## src/rtl/median_3x3_core_pkg.sv

```systemverilog
// Shared types and constants for the streaming 3x3 median filter core.
package median_3x3_core_pkg;

  localparam int unsigned PIX_W    = 8;
  localparam int unsigned LANES    = 4;
  localparam int unsigned WORD_W   = PIX_W * LANES;
  localparam int unsigned ROWS     = 3;
  localparam int unsigned WIN_COLS = LANES + 2;

  typedef logic [PIX_W-1:0] pixel_t;

  typedef struct packed {
    pixel_t lo;
    pixel_t mid;
    pixel_t hi;
  } col_t;

  function automatic pixel_t lane_of(logic [WORD_W-1:0] w, int unsigned i);
    return w[i*PIX_W +: PIX_W];
  endfunction

endpackage

```

## src/rtl/median_3x3_core_sort3.sv

```systemverilog
// Combinational 3-input unsigned sorter; doubles as min/median/max primitive.
module median_3x3_core_sort3
  import median_3x3_core_pkg::*;
(
  input  logic [PIX_W-1:0] a_i,
  input  logic [PIX_W-1:0] b_i,
  input  logic [PIX_W-1:0] c_i,
  output logic [PIX_W-1:0] lo_o,
  output logic [PIX_W-1:0] mid_o,
  output logic [PIX_W-1:0] hi_o
);

  pixel_t ab_lo, ab_hi, rest;

  assign ab_lo = (a_i < b_i) ? a_i : b_i;
  assign ab_hi = (a_i < b_i) ? b_i : a_i;
  assign hi_o  = (ab_hi > c_i) ? ab_hi : c_i;
  // Whichever of ab_hi/c_i lost the max compare competes with ab_lo for the low slot.
  assign rest  = (ab_hi > c_i) ? c_i : ab_hi;
  assign lo_o  = (ab_lo < rest) ? ab_lo : rest;
  assign mid_o = (ab_lo < rest) ? rest : ab_lo;

endmodule

```

## src/rtl/median_3x3_core.sv

```systemverilog
// Streaming 3x3 median filter: one 4-pixel word per cycle, 3-cycle fixed latency.
module median_3x3_core
  import median_3x3_core_pkg::*;
#(
  parameter int unsigned LINE_WORDS = 160
) (
  input  logic        clk,
  input  logic        rst,
  input  logic        in_valid,
  input  logic [31:0] word0,
  input  logic [31:0] word1,
  input  logic [31:0] word2,
  input  logic        flush,
  output logic [7:0]  pixel1,
  output logic [7:0]  pixel2,
  output logic [7:0]  pixel3,
  output logic [7:0]  pixel4,
  output logic        out_valid
);

  localparam int unsigned CntW = $clog2(LINE_WORDS);
  localparam logic [CntW-1:0] LastCnt = CntW'(LINE_WORDS - 1);

  logic [WORD_W-1:0] w_in [ROWS];
  logic [WORD_W-1:0] h_q  [ROWS];
  logic [WORD_W-1:0] h_d  [ROWS];
  pixel_t            lp_q [ROWS];
  pixel_t            lp_d [ROWS];
  logic              hold_valid_q, hold_valid_d;
  logic              h_first_q, h_first_d;
  logic              h_last_q, h_last_d;
  logic [CntW-1:0]   col_cnt_q, col_cnt_d;
  logic              emit;
  pixel_t            win [WIN_COLS][ROWS];

  assign w_in[0] = word0;
  assign w_in[1] = word1;
  assign w_in[2] = word2;

  always_comb begin
    hold_valid_d = hold_valid_q;
    h_first_d    = h_first_q;
    h_last_d     = h_last_q;
    col_cnt_d    = col_cnt_q;
    h_d          = h_q;
    lp_d         = lp_q;
    emit         = hold_valid_q & (in_valid | flush);
    if (in_valid) begin
      hold_valid_d = 1'b1;
      h_first_d    = (col_cnt_q == '0);
      h_last_d     = (col_cnt_q == LastCnt);
      col_cnt_d    = (col_cnt_q == LastCnt) ? '0 : col_cnt_q + 1'b1;
      for (int unsigned r = 0; r < ROWS; r++) begin
        h_d[r]  = w_in[r];
        lp_d[r] = lane_of(h_q[r], LANES - 1);
      end
    end else if (flush) begin
      hold_valid_d = 1'b0;
      col_cnt_d    = '0;
    end
  end

  always_ff @(posedge clk) begin
    if (rst) begin
      hold_valid_q <= 1'b0;
      h_first_q    <= 1'b0;
      h_last_q     <= 1'b0;
      col_cnt_q    <= '0;
    end else begin
      hold_valid_q <= hold_valid_d;
      h_first_q    <= h_first_d;
      h_last_q     <= h_last_d;
      col_cnt_q    <= col_cnt_d;
    end
  end

  always_ff @(posedge clk) begin
    h_q  <= h_d;
    lp_q <= lp_d;
  end

  // Six-column window around H with horizontal edge replication.
  always_comb begin
    for (int unsigned r = 0; r < ROWS; r++) begin
      win[0][r] = h_first_q ? lane_of(h_q[r], 0) : lp_q[r];
      for (int unsigned i = 0; i < LANES; i++) begin
        win[i+1][r] = lane_of(h_q[r], i);
      end
      win[WIN_COLS-1][r] = (in_valid && !h_last_q) ? lane_of(w_in[r], 0)
                                                   : lane_of(h_q[r], LANES - 1);
    end
  end

  // Stage 1: sort each window column.
  pixel_t s1_lo_d  [WIN_COLS];
  pixel_t s1_mid_d [WIN_COLS];
  pixel_t s1_hi_d  [WIN_COLS];
  col_t   s1_q     [WIN_COLS];
  logic   s1_valid_q;

  for (genvar c = 0; c < WIN_COLS; c++) begin : g_s1
    median_3x3_core_sort3 u_sort3 (
      .a_i  (win[c][0]),
      .b_i  (win[c][1]),
      .c_i  (win[c][2]),
      .lo_o (s1_lo_d[c]),
      .mid_o(s1_mid_d[c]),
      .hi_o (s1_hi_d[c])
    );
    always_ff @(posedge clk) begin
      s1_q[c] <= '{lo: s1_lo_d[c], mid: s1_mid_d[c], hi: s1_hi_d[c]};
    end
  end

  // Stage 2: per lane, A = max(lo), B = med(mid), C = min(hi); stored as lo/mid/hi.
  col_t s2_d [LANES];
  col_t s2_q [LANES];
  logic s2_valid_q;

  for (genvar j = 0; j < LANES; j++) begin : g_s2
    pixel_t lo_min, lo_mid, lo_max, md_min, md_mid, md_max, hi_min, hi_mid, hi_max;
    logic   unused_sort;

    median_3x3_core_sort3 u_lo (
      .a_i  (s1_q[j].lo),
      .b_i  (s1_q[j+1].lo),
      .c_i  (s1_q[j+2].lo),
      .lo_o (lo_min),
      .mid_o(lo_mid),
      .hi_o (lo_max)
    );
    median_3x3_core_sort3 u_md (
      .a_i  (s1_q[j].mid),
      .b_i  (s1_q[j+1].mid),
      .c_i  (s1_q[j+2].mid),
      .lo_o (md_min),
      .mid_o(md_mid),
      .hi_o (md_max)
    );
    median_3x3_core_sort3 u_hi (
      .a_i  (s1_q[j].hi),
      .b_i  (s1_q[j+1].hi),
      .c_i  (s1_q[j+2].hi),
      .lo_o (hi_min),
      .mid_o(hi_mid),
      .hi_o (hi_max)
    );
    assign s2_d[j]     = '{lo: lo_max, mid: md_mid, hi: hi_min};
    assign unused_sort = ^{lo_min, lo_mid, md_min, md_max, hi_mid, hi_max};

    always_ff @(posedge clk) begin
      s2_q[j] <= s2_d[j];
    end
  end

  // Stage 3: median of A, B, C drives the output registers.
  pixel_t med_d [LANES];
  pixel_t pix_q [LANES];
  logic   out_valid_q;

  for (genvar j = 0; j < LANES; j++) begin : g_s3
    pixel_t m_lo, m_hi;
    logic   unused_sort;

    median_3x3_core_sort3 u_sort3 (
      .a_i  (s2_q[j].lo),
      .b_i  (s2_q[j].mid),
      .c_i  (s2_q[j].hi),
      .lo_o (m_lo),
      .mid_o(med_d[j]),
      .hi_o (m_hi)
    );
    assign unused_sort = ^{m_lo, m_hi};

    always_ff @(posedge clk) begin
      if (rst) begin
        pix_q[j] <= '0;
      end else if (s2_valid_q) begin
        pix_q[j] <= med_d[j];
      end
    end
  end

  always_ff @(posedge clk) begin
    if (rst) begin
      s1_valid_q  <= 1'b0;
      s2_valid_q  <= 1'b0;
      out_valid_q <= 1'b0;
    end else begin
      s1_valid_q  <= emit;
      s2_valid_q  <= s1_valid_q;
      out_valid_q <= s2_valid_q;
    end
  end

  assign pixel1    = pix_q[0];
  assign pixel2    = pix_q[1];
  assign pixel3    = pix_q[2];
  assign pixel4    = pix_q[3];
  assign out_valid = out_valid_q;

endmodule

```

## config.mk

```make
export PLATFORM = sky130hd
export DESIGN_NAME = median_3x3_core
export DESIGN_NICKNAME = d
export VERILOG_FILES = /design/src/rtl/median_3x3_core_pkg.sv /design/src/rtl/median_3x3_core_sort3.sv /design/src/rtl/median_3x3_core.sv
export SDC_FILE = /design/constraint.sdc
export NUM_CORES = 1
export LEC_CHECK = 0
export ABC_AREA = 0
export BUFFER_PORTS_ARGS = -buffer_cell sky130_fd_sc_hd__buf_2
export CAP_MARGIN = 20
export CORE_AREA = 3 3 395 319
export DETAILED_ROUTE_END_ITERATION = 8
export DIE_AREA = 0 0 398 322
export PLACE_DENSITY_LB_ADDON = 0.1
export SETUP_SLACK_MARGIN = 0.02
export SKIP_LAST_GASP = 1
export SLEW_MARGIN = 20
export SYNTH_ARGS = -nofsm -noshare
export SYNTH_HDL_FRONTEND = slang
export SYNTH_SLANG_ARGS = --single-unit
```

## constraint.sdc

```tcl
create_clock -name clk -period 12.7 [get_ports clk]
set_input_delay 1.905 -clock clk [delete_from_list [all_inputs] [get_ports clk]]
set_output_delay 1.905 -clock clk [all_outputs]
set_load 0.01 [all_outputs]
```

==> run metrics <==
status=finished clean; GPL Wtd Cong=0.844; largest net degree at the start of global routing=54; Synth Flop Type=dfxtp_1; core region area=0.122 mm²; Starting Density=0.249; total congestion overflow=0; unrepaired setup endpoints after global routing=no; H-tree levels=2; clock root buffer=clkbuf_16; CTS tree=built; fraction of registers with async set/reset=0; Final Hold Viols=0; clk sinks=406; Post-Syn Area=0.0305 mm²; final worst path period share=0.661; setup_tns=0 ps; Worst Tran Pin Value=982 ps; post-DR vias/cell=4.63; final wirelength=109000 µm; DRC Markers=0; DR pass1 iterations=5; Initial DRC Count=1572; die area=0.128 mm²; share of layout cells above drive strength 1=0.127; vias=23800; # diodes=0; sequential area share after synthesis=0.317; CP Class=in2reg; # IOs=133; Multi-input gate area=0.0191 mm²; startpoint type of the worst setup path=primary input; post-CTS setup buffers=0; Die Wd=398 µm; Reg clk slew, reported paths=60 ps; top cells by area, synth=ha_1 19%, dfxtp_1 17%, edfxtp_1 15%, mux2i_1 10%, o21ai_0 4.6%; Crit path required time=13230 ps; detailed placer's ending HPWL=90600 µm; Cell Rows=115; Final ANT Viol Nets=0; maximum fanout along the worst path=42; YS warnings=0; Syn Nets=3913; vias in the first global route=22900; Mapped Cells=3356; Mapped Avg Cell Area=9.08 µm²; All-Layer GR Usage=0.168; area grow syn2layout=14.5%; Tmin final=8400 ps; CP arrival=8930 ps; Port Buf Inserts=132; # resized after CTS=0; post-synth top area cell=ha_1; TritonCTS buffer count=51; fin. max-slew vios=0; Setup Skew=46.0 ps; # hold bufs at CTS=0; first-pass GRT wire length=159000 µm; Max clock buf depth=3; Skew-Pair Late Insertion Delay=650 ps; post-synthesis cell type count=83; final setup vio count=0; HP Class=reg2reg; flops & latches, synth=406; Post-synth EDFFs=152; relative slew slack=0.345; critical path endpoint category=flop; MaxCap Viol Count=0; fmax=0.119 GHz; Register Area=0.00965 mm²; routed length per instance=21.1 µm; Die H=322 µm; initial antenna violation count=6; post-synth top area share=0.188; final net count=4029; number of fill cells in the layout=12800
[through the flow]
step | instance area, µm² | cells | util | hold slack [ps] | setup WS, ps
floorplan | 30500 | 3356 | - | 414 | 5040
global placement | 33100 | 5055 | 0.270 | 437 | 3620
detailed placement | 33100 | 5055 | 0.270 | 433 | 3640
CTS | 34800 | 5148 | 0.285 | 453 | 4360
global route | 34900 | 5150 | 0.285 | 476 | 3640
finish | 34900 | 5150 | 0.285 | 441 | 4300
[worst paths after layout]
| path | from | endpoint | slack, ps | cells after the start |
|---|---|---|---|---|
| max | in_valid | s1_q[5][22] | 4300 | 28 |
| min | s1_valid_q | s2_valid_q | 440 | 1 |
| max reg2reg | h_last_q | s1_q[5][22] | 5550 | 27 |
| min reg2reg | s1_valid_q | s2_valid_q | 440 | 1 |
[placed cells by master, fill, tap and decap left out, types with 52 or more instances in the layout]
| cell type | n |
|---|---|
| nor2_1 | 179 |
| mux2_2 | 113 |
| o21ai_0 | 280 |
| ha_1 | 457 |
| a21o_1 | 72 |
| a21oi_1 | 224 |
| edfxtp_1 | 152 |
| mux2i_1 | 311 |
| inv_1 | 325 |
| nor2b_1 | 52 |
| nand2_1 | 310 |
| buf_2 | 131 |
| dfxtp_1 | 254 |
| clkbuf_16 | 55 |
[area by class of cell]
cell class | count | share of cell area
tap | 1638 | 0.0587
clock buffer | 72 | 0.0445
clock inverter | 21 | 0.00642
timing repair buffer | 183 | 0.0303
inverter | 326 | 0.0351
sequential | 406 | 0.277
multi-input combinational | 2504 | 0.548
[worst max-delay path, cell delays in order]
cell and delay (ps):
buf_6 330, nor2b_2 210, buf_4 360, mux2i_1 270, inv_1 80, ha_1 310, a21o_1 180, a21o_1 170
a221oi_1 280, o31a_1 600, buf_4 320, mux4_2 350, ha_1 320, nor2b_1 130, o211ai_1 160, a21oi_1 100
o21bai_2 110, buf_4 300, nand2_1 70, o21ai_0 130, inv_1 80, ha_1 290, a21o_1 180, a21o_1 170
a21oi_1 440, nor2b_1 420, a31oi_4 180, mux2_1 410
[kinds of logic after synthesis]
group                    after synthesis  share of synthesized area
flip-flops                           406                      0.317
adder cells (fa/ha/maj)              459                      0.188
buffers and inverters                446                     0.0583
multiplexers                         436                      0.149
AND/OR/NAND/NOR                      758                      0.115
XOR/XNOR                               3                   0.000862
AO/OA/AOI/OAI                        848                      0.172
[Yosys cell counts, drive strengths merged, types with 53 or more instances]
cell type / n
a21o: 72
nor2: 182
dfxtp: 254
a21oi: 233
mux2i: 311
mux2: 123
clkbuf: 58
nand2: 310
buf: 62
edfxtp: 152
nor2b: 53
inv: 326
ha: 457
o21ai: 315
[state kept, by name (all words and copies together), names as in the netlist]
register,flops
s1_q,144
h_q,96
s2_q,96
pix_q,32
lp_q,24
col_cnt_q,8
h_first_q,1
h_last_q,1
hold_valid_q,1
out_valid,1
s1_valid_q,1
s2_valid_q,1
[metal layers]
layer | part of all wire | global-route usage | up-vias
li1 | - | - | 12300
met1 | 0.54 | 0.261 | 11000
met2 | 0.41 | 0.245 | 393
met3 | 0.039 | 0.0219 | 77
met4 | 0.014 | 0.0305 | 0
met5 | 0 | 0 | -
Power is left out: the tool's default activity adds up to more than one toggle a clock period on the data nets, which glitch-free logic cannot reach.
